[src/rtl/alu_arbiter_pkg.sv]
// Shared types and constants for the two-port ALU arbiter.
// Latency: none (declarations only).
// Backpressure: not applicable.
package alu_arbiter_pkg;

  typedef enum logic [1:0] {
    ST_IDLE = 2'd0,
    ST_EXEC = 2'd1,
    ST_RESP = 2'd2
  } state_e;

  // Bit positions inside the 4-bit flags word
  localparam int FLAG_COUT = 3;
  localparam int FLAG_NEG  = 2;
  localparam int FLAG_ZERO = 1;
  localparam int FLAG_OVF  = 0;

  // ALU operation codes; any other code yields Y = 0
  localparam logic [3:0] OP_ADD   = 4'h0;  // A + B + Cin
  localparam logic [3:0] OP_SUB   = 4'h1;  // A + ~B + Cin (Cin=1 gives A - B)
  localparam logic [3:0] OP_AND   = 4'h2;
  localparam logic [3:0] OP_OR    = 4'h3;
  localparam logic [3:0] OP_XOR   = 4'h4;
  localparam logic [3:0] OP_NOT_A = 4'h5;
  localparam logic [3:0] OP_PASSA = 4'h6;
  localparam logic [3:0] OP_PASSB = 4'h7;

  // Port chosen from the two valids: a lone valid wins, a collision goes to prio
  function automatic logic pick_port(input logic v0, input logic v1, input logic prio);
    if (v0 && v1) return prio;
    return v1;
  endfunction

endpackage

[src/rtl/alu_arbiter_if.sv]
// Request/response bundle for both requesters of the ALU arbiter.
// Latency: none (wiring only).
// Backpressure: req side uses valid/ready, rsp side uses valid/ready.
interface alu_arbiter_if #(
  parameter int W = 32
);
  logic         req0_valid, req0_ready, req0_cin;
  logic [3:0]   req0_sel;
  logic [W-1:0] req0_a, req0_b;
  logic         req1_valid, req1_ready, req1_cin;
  logic [3:0]   req1_sel;
  logic [W-1:0] req1_a, req1_b;

  logic         rsp0_valid, rsp0_ready;
  logic [W-1:0] rsp0_y;
  logic [3:0]   rsp0_flags;
  logic         rsp1_valid, rsp1_ready;
  logic [W-1:0] rsp1_y;
  logic [3:0]   rsp1_flags;

  // Requester side
  modport master (
    output req0_valid, req0_sel, req0_a, req0_b, req0_cin,
    output req1_valid, req1_sel, req1_a, req1_b, req1_cin,
    input  req0_ready, req1_ready,
    input  rsp0_valid, rsp0_y, rsp0_flags,
    input  rsp1_valid, rsp1_y, rsp1_flags,
    output rsp0_ready, rsp1_ready
  );

  // Arbiter side
  modport slave (
    input  req0_valid, req0_sel, req0_a, req0_b, req0_cin,
    input  req1_valid, req1_sel, req1_a, req1_b, req1_cin,
    output req0_ready, req1_ready,
    output rsp0_valid, rsp0_y, rsp0_flags,
    output rsp1_valid, rsp1_y, rsp1_flags,
    input  rsp0_ready, rsp1_ready
  );
endinterface

[src/rtl/alu_arbiter_alu.sv]
// Combinational W-bit ALU producing Y and {Cout, Negative, Zero, Overflow}.
// Latency: 0 cycles (pure combinational).
// Backpressure: none; the caller registers the result.
module alu_arbiter_alu
  import alu_arbiter_pkg::*;
#(
  parameter int W = 32
) (
  input  logic [3:0]   sel_i,
  input  logic [W-1:0] a_i,
  input  logic [W-1:0] b_i,
  input  logic         cin_i,
  output logic [W-1:0] y_o,
  output logic [3:0]   flags_o
);
  logic [W:0] sum;
  logic       cout;
  logic       ovf;

  // Operation decode; carry and overflow only mean something for ADD/SUB
  always_comb begin
    sum     = '0;
    y_o     = '0;
    cout    = 1'b0;
    ovf     = 1'b0;
    flags_o = '0;
    case (sel_i)
      OP_ADD: begin
        sum  = {1'b0, a_i} + {1'b0, b_i} + {{W{1'b0}}, cin_i};
        y_o  = sum[W-1:0];
        cout = sum[W];
        ovf  = (a_i[W-1] == b_i[W-1]) && (y_o[W-1] != a_i[W-1]);
      end
      OP_SUB: begin
        sum  = {1'b0, a_i} + {1'b0, ~b_i} + {{W{1'b0}}, cin_i};
        y_o  = sum[W-1:0];
        cout = sum[W];
        ovf  = (a_i[W-1] != b_i[W-1]) && (y_o[W-1] != a_i[W-1]);
      end
      OP_AND:   y_o = a_i & b_i;
      OP_OR:    y_o = a_i | b_i;
      OP_XOR:   y_o = a_i ^ b_i;
      OP_NOT_A: y_o = ~a_i;
      OP_PASSA: y_o = a_i;
      OP_PASSB: y_o = b_i;
      default:  y_o = '0;
    endcase
    flags_o[FLAG_COUT] = cout;
    flags_o[FLAG_NEG]  = y_o[W-1];
    flags_o[FLAG_ZERO] = (y_o == '0);
    flags_o[FLAG_OVF]  = ovf;
  end
endmodule

[src/rtl/alu_arbiter.sv]
// Two requesters share one ALU under round-robin priority, one op in flight.
// Latency: accepted in cycle T, response valid in T+2; at least 3 cycles per op.
// Backpressure: a stalled response holds RESP and blocks all new requests.
module alu_arbiter
  import alu_arbiter_pkg::*;
#(
  parameter int RR_INIT = 0,
  parameter int W       = 32
) (
  input logic          clk,
  input logic          rst,
  alu_arbiter_if.slave bus
);
  state_e       state_q;
  logic         prio_q;
  logic         grant_q;
  logic [3:0]   sel_q;
  logic [W-1:0] a_q;
  logic [W-1:0] b_q;
  logic         cin_q;
  logic [W-1:0] y_q;
  logic [3:0]   flags_q;
  logic [1:0]   rsp_vld_q;

  logic         any_req;
  logic         pick;
  logic         accept;
  logic         rsp_done;
  logic [W-1:0] alu_y;
  logic [3:0]   alu_flags;

  // Grant decision; ready is combinational so the winner sees it in the accept cycle
  always_comb begin
    any_req  = bus.req0_valid | bus.req1_valid;
    pick     = pick_port(bus.req0_valid, bus.req1_valid, prio_q);
    accept   = !rst && (state_q == ST_IDLE) && any_req;
    rsp_done = (state_q == ST_RESP) && (grant_q ? bus.rsp1_ready : bus.rsp0_ready);
  end

  assign bus.req0_ready = accept & ~pick;
  assign bus.req1_ready = accept & pick;

  // Response data is forced to zero on the port that is not presenting a result
  assign bus.rsp0_valid = rsp_vld_q[0];
  assign bus.rsp1_valid = rsp_vld_q[1];
  assign bus.rsp0_y     = rsp_vld_q[0] ? y_q : '0;
  assign bus.rsp1_y     = rsp_vld_q[1] ? y_q : '0;
  assign bus.rsp0_flags = rsp_vld_q[0] ? flags_q : '0;
  assign bus.rsp1_flags = rsp_vld_q[1] ? flags_q : '0;

  alu_arbiter_alu #(.W(W)) u_alu (
    .sel_i   (sel_q),
    .a_i     (a_q),
    .b_i     (b_q),
    .cin_i   (cin_q),
    .y_o     (alu_y),
    .flags_o (alu_flags)
  );

  // Operation FSM: capture operands, execute once from registers, hold result until consumed
  always_ff @(posedge clk) begin
    if (rst) begin
      state_q   <= ST_IDLE;
      prio_q    <= (RR_INIT != 0);
      grant_q   <= 1'b0;
      sel_q     <= '0;
      a_q       <= '0;
      b_q       <= '0;
      cin_q     <= 1'b0;
      y_q       <= '0;
      flags_q   <= '0;
      rsp_vld_q <= '0;
    end else begin
      case (state_q)
        ST_IDLE: begin
          if (accept) begin
            grant_q <= pick;
            sel_q   <= pick ? bus.req1_sel : bus.req0_sel;
            a_q     <= pick ? bus.req1_a   : bus.req0_a;
            b_q     <= pick ? bus.req1_b   : bus.req0_b;
            cin_q   <= pick ? bus.req1_cin : bus.req0_cin;
            state_q <= ST_EXEC;
          end
        end
        ST_EXEC: begin
          y_q       <= alu_y;
          flags_q   <= alu_flags;
          rsp_vld_q <= grant_q ? 2'b10 : 2'b01;
          state_q   <= ST_RESP;
        end
        ST_RESP: begin
          if (rsp_done) begin
            rsp_vld_q <= '0;
            y_q       <= '0;
            flags_q   <= '0;
            prio_q    <= ~grant_q;
            state_q   <= ST_IDLE;
          end
        end
        default: state_q <= ST_IDLE;
      endcase
    end
  end
endmodule

[src/flat_wrapper.sv]
// flat-port wrapper written by rule: the top's interface ports become plain ports
module alu_arbiter_flat import alu_arbiter_pkg::*;
#(
  parameter int RR_INIT = 0,
  parameter int W       = 32
)
  (clk, rst, bus_req0_valid, bus_req0_sel, bus_req0_a, bus_req0_b, bus_req0_cin, bus_req1_valid, bus_req1_sel, bus_req1_a, bus_req1_b, bus_req1_cin, bus_req0_ready, bus_req1_ready, bus_rsp0_valid, bus_rsp0_y, bus_rsp0_flags, bus_rsp1_valid, bus_rsp1_y, bus_rsp1_flags, bus_rsp0_ready, bus_rsp1_ready);
  alu_arbiter_if #(.W(W)) bus_i ();
  input logic clk;
  input logic rst;
  input wire logic [$bits(bus_i.req0_valid)-1:0] bus_req0_valid;
  input wire logic [$bits(bus_i.req0_sel)-1:0] bus_req0_sel;
  input wire logic [$bits(bus_i.req0_a)-1:0] bus_req0_a;
  input wire logic [$bits(bus_i.req0_b)-1:0] bus_req0_b;
  input wire logic [$bits(bus_i.req0_cin)-1:0] bus_req0_cin;
  input wire logic [$bits(bus_i.req1_valid)-1:0] bus_req1_valid;
  input wire logic [$bits(bus_i.req1_sel)-1:0] bus_req1_sel;
  input wire logic [$bits(bus_i.req1_a)-1:0] bus_req1_a;
  input wire logic [$bits(bus_i.req1_b)-1:0] bus_req1_b;
  input wire logic [$bits(bus_i.req1_cin)-1:0] bus_req1_cin;
  output wire logic [$bits(bus_i.req0_ready)-1:0] bus_req0_ready;
  output wire logic [$bits(bus_i.req1_ready)-1:0] bus_req1_ready;
  output wire logic [$bits(bus_i.rsp0_valid)-1:0] bus_rsp0_valid;
  output wire logic [$bits(bus_i.rsp0_y)-1:0] bus_rsp0_y;
  output wire logic [$bits(bus_i.rsp0_flags)-1:0] bus_rsp0_flags;
  output wire logic [$bits(bus_i.rsp1_valid)-1:0] bus_rsp1_valid;
  output wire logic [$bits(bus_i.rsp1_y)-1:0] bus_rsp1_y;
  output wire logic [$bits(bus_i.rsp1_flags)-1:0] bus_rsp1_flags;
  input wire logic [$bits(bus_i.rsp0_ready)-1:0] bus_rsp0_ready;
  input wire logic [$bits(bus_i.rsp1_ready)-1:0] bus_rsp1_ready;
  assign bus_i.req0_valid = bus_req0_valid;
  assign bus_i.req0_sel = bus_req0_sel;
  assign bus_i.req0_a = bus_req0_a;
  assign bus_i.req0_b = bus_req0_b;
  assign bus_i.req0_cin = bus_req0_cin;
  assign bus_i.req1_valid = bus_req1_valid;
  assign bus_i.req1_sel = bus_req1_sel;
  assign bus_i.req1_a = bus_req1_a;
  assign bus_i.req1_b = bus_req1_b;
  assign bus_i.req1_cin = bus_req1_cin;
  assign bus_req0_ready = bus_i.req0_ready;
  assign bus_req1_ready = bus_i.req1_ready;
  assign bus_rsp0_valid = bus_i.rsp0_valid;
  assign bus_rsp0_y = bus_i.rsp0_y;
  assign bus_rsp0_flags = bus_i.rsp0_flags;
  assign bus_rsp1_valid = bus_i.rsp1_valid;
  assign bus_rsp1_y = bus_i.rsp1_y;
  assign bus_rsp1_flags = bus_i.rsp1_flags;
  assign bus_i.rsp0_ready = bus_rsp0_ready;
  assign bus_i.rsp1_ready = bus_rsp1_ready;
  alu_arbiter #(.RR_INIT(RR_INIT), .W(W)) u_core (.clk(clk), .rst(rst), .bus(bus_i));
endmodule
[config.mk]
export PLATFORM = sky130hd
export DESIGN_NAME = alu_arbiter_flat
export DESIGN_NICKNAME = d
export VERILOG_FILES = /design/src/rtl/alu_arbiter_pkg.sv /design/src/rtl/alu_arbiter_if.sv /design/src/rtl/alu_arbiter_alu.sv /design/src/rtl/alu_arbiter.sv /design/src/flat_wrapper.sv
export SDC_FILE = /design/constraint.sdc
export NUM_CORES = 1
export LEC_CHECK = 0
export ABC_AREA = 1
export CAP_MARGIN = 20
export CELL_PAD_IN_SITES_DETAIL_PLACEMENT = 1
export CELL_PAD_IN_SITES_GLOBAL_PLACEMENT = 1
export CORE_ASPECT_RATIO = 0.9
export CORE_MARGIN = 8
export CORE_UTILIZATION = 39
export DETAILED_ROUTE_END_ITERATION = 10
export PLACE_DENSITY_LB_ADDON = 0.05
export SYNTH_ARGS = -nofsm -noshare
export SYNTH_HDL_FRONTEND = slang
export SYNTH_SLANG_ARGS = --single-unit
[constraint.sdc]
create_clock -name clk -period 3.9 [get_ports clk]
set_input_delay 0.39 -clock clk [delete_from_list [all_inputs] [get_ports clk]]
set_output_delay 0.39 -clock clk [all_outputs]
set_load 0.02 [all_outputs]
==> impl_metrics.py, run 1 <==
metrics = {
    "outcome": {
        "run_status": "finished, final reports clean",
    },
    "grt": {
        "wire_length_of_the_first_global_routing_pass_mm": 97.75,
        "grt_antenna_before_repair": 6,
        "grt_usage_pct": 34.28,
        "largest_net_degree_at_the_start_of_global_routing": 73,
        "first_global_vias": 16010,
        "gr-total-overflow": 0,
    },
    "placed_design": {
        "place_congestion": 1.049,
        "port_buffers": 219,
        "detailed_place_hpwl_mm": 54.50,
    },
    "timing": {
        "setup_violations": 0,
        "rel_slew_slack_pct": 42.74,
        "fmaxAchievable_mhz": 268.3,
        "hold_slack_ns": 0.4819,
        "fin_skew_ns": 0.01248,
        "report.final.slew_viol_count": 0,
        "rsz0062_at_grt": "no",
        "period_minus_slack_ns": 3.727,
        "tightestPinTransition_ns": 0.8577,
        "final-hold-violation-count": 0,
        "tns_ns": 0,
        "fin_crit_sh_pct": 95.57,
    },
    "finish": {
        "layout-drive-gt1-share_pct": 4.774,
        "area_delta_synth_final_pct": 23.19,
        "num-nets-final": 2674,
    },
    "floorplanning": {
        "num_io_pins": 220,
        "dieArea_sq_um": 37540,
        "die_height_microns": 184.6,
        "fp.dieW_microns": 203.3,
        "initial_core_util_pct": 39.76,
        "core.rowCount": 61,
        "core_sq_um": 30990,
    },
    "power_and_ir_drop": {
        "power-per-cell-area_nw_per_um2": 297.4,
        "power.leakage_nw": 7.495,
        "ir_drop_mv": 0.2414,
        "post_layout_power_mw": 4.514,
    },
    "worst_setup_path": {
        "worst-path-buf-inv": 2,
        "worstReg2RegStart": "u_core.b_q[0]",
        "critical_path.endpoint_type": "register",
        "rr_worst_depth": 20,
        "worst_setup_path_start_kind": "register",
        "timing.critical_path.slowest_cell_delay_ns": 0.44,
        "cpMaxStageDelayCell": "sky130_fd_sc_hd__dfxtp_1",
        "path_delay_family": "simple AND/OR/NAND/NOR gates",
        "r2r_setup_slack_ns": 0.17,
        "crit_required_ns": 4.21,
        "crit_path_frequent_cell": "sky130_fd_sc_hd__nand2_1",
        "worstPathCellList": "inv_1 -> fa_1 -> inv_1 -> fa_1 -> nand2_1 -> nand2_1 -> nand3_1 -> nand2_1 -> nand3_1 -> nand2_1 -> nand2_1 -> nand2_1 -> nand2_1 -> nand3_1 -> nand3_1 -> nor2_1 -> nand2_1 -> nor2_1 -> nand2_1 -> a21oi_2",
        "worst-setup-path-type": "reg2reg",
        "crit_fanout": 5,
        "regToRegEndpoint": "u_core.flags_q[1]",
        "cp.arrival_ns": 4.04,
    },
    "synth": {
        "synth_top_area_cell": "sky130_fd_sc_hd__nand2_1",
        "synth-simple-area-share_pct": 42.52,
        "synth-adder-area-share_pct": 10.91,
        "post_synth_xor_area_fraction_pct": 0,
        "synth.lib_cells_used.distinct": 40,
        "synth_top_area_cells": "sky130_fd_sc_hd__nand2_1 (26%), sky130_fd_sc_hd__dfxtp_1 (18%), sky130_fd_sc_hd__inv_1 (11%)",
        "post_synth_instance_area_sq_um": 12320,
        "synth_flop_cell": "sky130_fd_sc_hd__dfxtp_1",
        "synthesis.area_per_instance_sq_um": 5.478,
        "synth-compound-area-share_pct": 12.81,
        "synth.ff_latch_count": 110,
        "count_of_flip_flops_with_a_built_in_enable_after_synthesis": 0,
        "netlist_instances": 2249,
        "synth-async-reset-ratio_pct": 0,
        "yosys-mux-area-fraction_pct": 0,
        "yosysSeqAreaShare_pct": 17.88,
        "synth_top_cell_area_share_pct": 25.90,
        "mappedNetlistNets": 2498,
        "synth_warn": 0,
        "synth_top_family_by_area": "simple AND/OR/NAND/NOR gates",
    },
    "hold_path": {
        "worstHoldPathType": "reg2reg",
        "worst_hold_stages": 1,
        "worst_hold_startpoint": "u_core.state_q[0]",
        "hold_end": "u_core.state_q[0]",
    },
    "cts": {
        "cts_num_sinks": 110,
        "ctsHoldBuffers": 0,
        "postCtsResizedCells": 0,
        "tritoncts.num_buffers": 9,
        "cts_max_level": 3,
        "worst_skew_pair.late_latency_ns": 0.37,
        "clk_root_buffer_cell": "sky130_fd_sc_hd__clkbuf_16",
        "clkTransAtPathRegs_ns": 0.09,
        "cts_tree": "yes",
        "cts-root-to-sink-buffers": 2,
        "postCtsSetupBuffers": 0,
    },
    "drt": {
        "dr_total_vias": 15820,
        "detail_route.wl_per_cell_microns": 23.34,
        "drt_first_iter_violations": 1425,
        "drt_pre_antenna_iters": 7,
        "post_detailed_route_count_of_antenna_violating_nets": 0,
        "route.final.wire_length_mm": 66.31,
        "routed_via_density": 5.570,
        "drc": 0,
    },
    "flow_run": {
        "max_cap_viol_count": 0,
    },
}
==> flip-flops by register name, indices dropped and copies added, names as in the netlist <==
| register | cells |
|---|---|
| u_core.b_q | 32 |
| u_core.flags_q | 4 |
| u_core.prio_q | 1 |
| u_core.y_q | 31 |
| u_core.state_q | 2 |
| u_core.rsp_vld_q | 2 |
| u_core.cin_q | 1 |
| u_core.grant_q | 1 |
| u_core.a_q | 32 |
| u_core.sel_q | 4 |
==> worst register-to-register path, delay by kind of cell (launching register included) <==
| family | cells | cell delay (ns) |
|---|---|---|
| compound gates | 1 | 0.11 |
| fa+ha+maj | 2 | 0.71 |
| buf+inv | 2 | 0.37 |
| flops | 1 | 0.44 |
| simple gates | 15 | 2.04 |
==> cell type report <==
cell class                 count  area (sq um)
inverter                     387          1453
multi-input combinational   1654          8187
sequential                   110          2202
antenna                        2         5.005
tap                          409         511.7
clock buffer                   9         225.2
timing repair buffer         263          2520
clock inverter                 7         72.57
fill                        4370         15810
==> cell families after synthesis <==
family,count (synthesis)
AOI/OAI and AO/OA,273
adders and majority gates,105
buffers and inverters,485
DFF,110
and+or+nand+nor,1276
==> cells in the final DEF, fill, tap and decap left out, types with 3 or more instances in the layout <==
cell                                n
sky130_fd_sc_hd__or2_2              4
sky130_fd_sc_hd__nor3_1            29
sky130_fd_sc_hd__clkinv_1           3
sky130_fd_sc_hd__a21o_1             3
sky130_fd_sc_hd__nand2_1          850
sky130_fd_sc_hd__o211ai_1           4
sky130_fd_sc_hd__o21ai_0           52
sky130_fd_sc_hd__nor2_2            15
sky130_fd_sc_hd__clkbuf_16          9
sky130_fd_sc_hd__o21bai_1           5
sky130_fd_sc_hd__a21oi_1           75
sky130_fd_sc_hd__nand3_1          166
sky130_fd_sc_hd__o22ai_1           52
sky130_fd_sc_hd__nand3b_1           4
sky130_fd_sc_hd__buf_4             45
sky130_fd_sc_hd__nand2_2           10
sky130_fd_sc_hd__nor2_1           164
sky130_fd_sc_hd__o21ai_1            4
sky130_fd_sc_hd__a31oi_1           71
sky130_fd_sc_hd__fa_1               4
sky130_fd_sc_hd__nand4_1           21
sky130_fd_sc_hd__clkdlybuf4s50_1  218
sky130_fd_sc_hd__inv_8              3
sky130_fd_sc_hd__inv_2             12
sky130_fd_sc_hd__ha_1             101
sky130_fd_sc_hd__nor2_4             3
sky130_fd_sc_hd__dfxtp_1          110
sky130_fd_sc_hd__inv_1            372
==> per-layer routing <==
| layer | up-vias | wire length (microns) | GRT usage [%] |
|---|---|---|---|
| met4 | 10 | 1503 | 9.101 |
| met2 | 757 | 27160 | 50.76 |
| met3 | 91 | 7703 | 9.916 |
| li1 | 7346 | - | - |
| met5 | - | 64 | 0 |
| met1 | 7620 | 29890 | 47.73 |
==> how the worst max path moves through the flow <==
stage	startpoint	endpoint	slack (ns)	cells after the start
after global placement	u_core.b_q[25]	u_core.flags_q[1]	0.46	15
after global routing	u_core.b_q[0]	u_core.flags_q[1]	0.03	20
after CTS	u_core.b_q[0]	u_core.flags_q[1]	0.38	20
final	u_core.b_q[0]	u_core.flags_q[1]	0.17	20
after detailed placement	u_core.b_q[0]	u_core.flags_q[1]	0.41	20
after floorplan	u_core.a_q[0]	u_core.flags_q[1]	1.44	18
==> cell usage after synthesis (25+ instances only) <==
| library cell | instances |
|---|---|
| sky130_fd_sc_hd__o21ai_0 | 52 |
| sky130_fd_sc_hd__a31oi_1 | 71 |
| sky130_fd_sc_hd__o22ai_1 | 52 |
| sky130_fd_sc_hd__nor3_1 | 29 |
| sky130_fd_sc_hd__nand3_1 | 166 |
| sky130_fd_sc_hd__clkbuf_1 | 48 |
| sky130_fd_sc_hd__buf_2 | 25 |
| sky130_fd_sc_hd__inv_1 | 372 |
| sky130_fd_sc_hd__nor2_1 | 168 |
| sky130_fd_sc_hd__a21oi_1 | 76 |
| sky130_fd_sc_hd__dfxtp_1 | 110 |
| sky130_fd_sc_hd__ha_1 | 101 |
| sky130_fd_sc_hd__nand2_1 | 850 |
==> stage by stage <==
stage                     worst slack (ns)  area [sq um]  instances  util (%)
after floorplan                      1.442         12320       2249         -
after global placement              0.4596         14870       2823     48.00
after global routing               0.02750         15170       2839     48.96
after detailed placement            0.4062         14870       2823     48.00
after CTS                           0.3756         15170       2839     48.96
final                               0.1727         15180       2841     48.97
==> where the power goes <==
part           total (mW)  internal [mW]  switching [mW]  leakage (nW)
Combinational        2.21          0.678            1.53          6.45
Clock               0.989          0.459           0.530         0.149
Sequential           1.32           1.20           0.117         0.896
Total                4.51           2.34            2.18          7.50
(Power assumes the default switching activity.)
==> run 2: changes to the inputs <==
--- a/config.mk
+++ b/config.mk
@@ -5,15 +5,14 @@
 export SDC_FILE = /design/constraint.sdc
 export NUM_CORES = 1
 export LEC_CHECK = 0
-export ABC_AREA = 1
 export CAP_MARGIN = 20
 export CELL_PAD_IN_SITES_DETAIL_PLACEMENT = 1
 export CELL_PAD_IN_SITES_GLOBAL_PLACEMENT = 1
 export CORE_ASPECT_RATIO = 0.9
 export CORE_MARGIN = 8
-export CORE_UTILIZATION = 39
+export CORE_UTILIZATION = 42
 export DETAILED_ROUTE_END_ITERATION = 10
-export PLACE_DENSITY_LB_ADDON = 0.05
+export PLACE_DENSITY_LB_ADDON = 0.15
 export SYNTH_ARGS = -nofsm -noshare
 export SYNTH_HDL_FRONTEND = slang
 export SYNTH_SLANG_ARGS = --single-unit
==> impl_metrics.py, run 2 <==
metrics = {
    "worst_setup_path": {
        "rr_worst_depth": 15,
        "crit_required_ns": 4.20,
        "worstSetupEndpoint": "u_core.flags_q[1]",
        "r2r_setup_slack_ns": -0.21,
        "setup.worst_path.start": "u_core.a_q[0]",
        "worst_setup_path_start_kind": "register",
        "worst-setup-path-type": "reg2reg",
        "worstReg2RegStart": "u_core.a_q[0]",
        "critical_path.endpoint_type": "register",
        "cp.arrival_ns": 4.41,
        "regToRegEndpoint": "u_core.flags_q[1]",
        "crit_fanout": 3,
    },
    "power_and_ir_drop": {
        "power-per-cell-area_nw_per_um2": 392.4,
        "switching_share_pct": 45.75,
        "ir_drop_mv": 0.2204,
        "total_switching_power_mw": 2.667,
        "share_seq_of_total_power_pct": 24.5,
        "clock_power_share_pct": 17.5,
        "power.leakage_nw": 6.168,
        "pwr-share-comb_pct": 58.1,
        "internal-power_mw": 3.163,
    },
    "timing": {
        "report.final.slew_viol_count": 0,
        "setup_violations": 1,
        "tightestPinTransition_ns": 1.110,
        "fin_skew_ns": 0.01310,
        "hold_slack_ns": 0.4448,
        "rel_slew_slack_pct": 25.57,
        "final-hold-violation-count": 0,
        "fmaxAchievable_mhz": 243.3,
        "fin_crit_sh_pct": 105.4,
        "rsz0062_at_grt": "yes",
        "period_minus_slack_ns": 4.110,
        "setup_slack_ns": -0.2104,
    },
    "drt": {
        "post_detailed_route_count_of_antenna_violating_nets": 0,
        "drc": 0,
        "dr_total_vias": 12930,
        "drt_first_iter_violations": 1043,
        "route.final.wire_length_mm": 49.94,
        "routed_via_density": 6.091,
        "drt_pre_antenna_iters": 5,
        "detail_route.wl_per_cell_microns": 23.53,
    },
    "placed_design": {
        "cell_area_after_placement_sq_um": 14380,
        "port_buffers": 219,
        "placement.setup.worst_slack_ns": -0.3919,
        "place_congestion": 0.9346,
        "placed_cells": 2105,
        "detailed_place_hpwl_mm": 40.06,
    },
    "finish": {
        "final_cell_count_no_fill": 2123,
        "layout_commonest_cell": "sky130_fd_sc_hd__clkdlybuf4s50_1",
        "antenna-diode-count": 0,
        "design_area_sq_um": 14860,
        "layout-drive-gt1-share_pct": 12.17,
        "num-nets-final": 2019,
        "area_delta_synth_final_pct": 33.42,
        "final_cell_mix": "sky130_fd_sc_hd__clkdlybuf4s50_1 (218), sky130_fd_sc_hd__nor2_1 (210), sky130_fd_sc_hd__buf_4 (137)",
        "largest_registers": "u_core.a_q: 32 flops, u_core.b_q: 32 flops, u_core.y_q: 31 flops",
    },
    "synth": {
        "mappedNetlistNets": 1768,
        "count_of_flip_flops_with_a_built_in_enable_after_synthesis": 0,
        "synth_top_cell_area_share_pct": 19.77,
        "synth_commonest_cells": "sky130_fd_sc_hd__nor2_1 (211), sky130_fd_sc_hd__dfxtp_1 (110), sky130_fd_sc_hd__a21oi_1 (107), sky130_fd_sc_hd__ha_1 (101), sky130_fd_sc_hd__inv_1 (97)",
        "synth-async-reset-ratio_pct": 0,
        "synth_top_area_cells": "sky130_fd_sc_hd__dfxtp_1 (20%), sky130_fd_sc_hd__ha_1 (11%), sky130_fd_sc_hd__mux2i_1 (7.3%)",
        "post_synth_xor_area_fraction_pct": 1.416,
        "synth_top_family_by_area": "compound AO/OA/AOI/OAI gates",
        "yosysSeqAreaShare_pct": 19.77,
        "synth-compound-area-share_pct": 29.27,
        "synthesis.area_per_instance_sq_um": 7.332,
        "yosys-mux-area-fraction_pct": 7.685,
        "synth_warn": 0,
        "post_synth_instance_area_sq_um": 11140,
        "netlist_instances": 1519,
        "most_common_cell_in_the_netlist": "sky130_fd_sc_hd__nor2_1",
        "synth.ff_latch_count": 110,
        "synth-simple-area-share_pct": 22.18,
        "synth_flop_cell": "sky130_fd_sc_hd__dfxtp_1",
        "synth_top_area_cell": "sky130_fd_sc_hd__dfxtp_1",
        "synth.lib_cells_used.distinct": 86,
        "synth-adder-area-share_pct": 12.07,
    },
    "grt": {
        "grt_usage_pct": 29.96,
        "grt_antenna_before_repair": 1,
        "wire_length_of_the_first_global_routing_pass_mm": 76.46,
        "first_global_vias": 13240,
        "largest_net_degree_at_the_start_of_global_routing": 79,
        "gr-total-overflow": 0,
    },
    "flow_run": {
        "max_cap_viol_count": 0,
    },
    "cts": {
        "clkTransAtPathRegs_ns": 0.08,
        "cts_tree": "yes",
        "cts-root-to-sink-buffers": 2,
        "ctsHoldBuffers": 0,
        "tritoncts.num_buffers": 9,
        "worst_skew_pair.late_latency_ns": 0.37,
        "cts_num_sinks": 110,
        "clk_root_buffer_cell": "sky130_fd_sc_hd__clkbuf_16",
        "cts_max_level": 3,
    },
    "floorplanning": {
        "initial_core_util_pct": 42.73,
        "die_height_microns": 170.5,
        "fp.dieW_microns": 187.6,
        "core.rowCount": 56,
        "core_sq_um": 26070,
        "dieArea_sq_um": 31990,
        "num_io_pins": 220,
    },
    "outcome": {
        "failing_checks": "setup timing",
        "run_status": "finished with violations",
    },
    "hold_path": {
        "worstHoldPathType": "in2reg",
    },
}
-- run 2: changes by cell type after synthesis, moves of 38 or more --
cell and change:
sky130_fd_sc_hd__nor2_1 +43, sky130_fd_sc_hd__nand3_1 -144, sky130_fd_sc_hd__clkbuf_1 +41, sky130_fd_sc_hd__inv_1 -275
sky130_fd_sc_hd__mux2i_1 +81, sky130_fd_sc_hd__a31oi_1 -58, sky130_fd_sc_hd__a22oi_1 +38, sky130_fd_sc_hd__a211oi_1 +80
sky130_fd_sc_hd__o22ai_1 -43, sky130_fd_sc_hd__and2_1 +77, sky130_fd_sc_hd__nand2_1 -763
-- run 2: metal layers --
metal	wire [microns]	vias to the layer above	track usage [%]
li1	-	5969	-
met1	22690	6169	41.21
met2	20510	697	44.93
met3	5533	94	8.592
met4	1192	2	8.487
met5	15	-	0
-- run 2: power by group through the flow --
stage | clock (mW) | sequential, mW | combinational [mW]
after floorplan | 0 | 1.39 | 1.88
after global placement | 0 | 1.43 | 3.09
after detailed placement | 0 | 1.45 | 3.19
after CTS | 1.02 | 1.42 | 3.26
after global routing | 1.07 | 1.44 | 3.61
final | 1.02 | 1.43 | 3.39
-- run 2: layout make-up --
cell class                      instances  area, sq um
Sequential cell                       110         2203
Multi-Input combinational cell       1191         8267
Clock inverter                          6        77.57
Tap cell                              348        435.4
Fill cell                            3179        11210
Clock buffer                           10        239.0
Inverter                              100        375.4
Timing Repair Buffer                  358         3262
-- run 2: metrics by stage --
| step | utilization (%) | TNS [ns] | power, mW |
|---|---|---|---|
| after floorplan | - | 0 | 3.273 |
| after CTS | 56.71 | -0.3732 | 5.705 |
| after global placement | 55.17 | -0.3797 | 4.526 |
| after detailed placement | 55.17 | -0.7689 | 4.631 |
| final | 57.01 | -0.2104 | 5.830 |
| after global routing | 57.01 | -0.4948 | 6.124 |
-- run 2: worst min path at each step --
stage | startpoint | end | slack [ns] | cells past startpoint
finish | rst | u_core.y_q[15] | 0.44 | 2
detailed placement | u_core.flags_q[0] | u_core.flags_q[0] | 0.46 | 2
global route | rst | u_core.y_q[29] | 0.45 | 2
floorplan | u_core.flags_q[1] | u_core.flags_q[1] | 0.43 | 2
CTS | rst | u_core.y_q[29] | 0.44 | 2
global placement | u_core.flags_q[0] | u_core.flags_q[0] | 0.46 | 2
-- run 2: cell families after synthesis --
logic type / after synthesis
fa+ha+maj: 105
compound gates: 472
xor+xnor: 18
mux: 85
buf+inv: 218
flops: 110
simple gates: 511
-- run 2: timing repair --
action / in CTS / in global routing
resized for setup: 18 / 20
hold endpoints to repair: 0 / 0
pin swaps: 18 / 13
buffers inserted: 4 / 2
endpoints found under the setup margin: 6 / 10
gates cloned: 0 / 0
-- run 2: worst max-delay path, stage by stage (launching register included) --
cell and delay, ns:
sky130_fd_sc_hd__dfxtp_2 0.35, sky130_fd_sc_hd__inv_2 0.05, sky130_fd_sc_hd__fa_2 0.41, sky130_fd_sc_hd__fa_2 0.40, sky130_fd_sc_hd__o21ba_4 0.26, sky130_fd_sc_hd__or4_4 0.45
sky130_fd_sc_hd__a211oi_4 0.25, sky130_fd_sc_hd__a21bo_2 0.22, sky130_fd_sc_hd__a21oi_2 0.07, sky130_fd_sc_hd__o311ai_2 0.29, sky130_fd_sc_hd__nand4_1 0.13, sky130_fd_sc_hd__a31oi_1 0.22
sky130_fd_sc_hd__xnor2_1 0.16, sky130_fd_sc_hd__o221ai_2 0.12, sky130_fd_sc_hd__or4_1 0.54, sky130_fd_sc_hd__o21ai_1 0.13
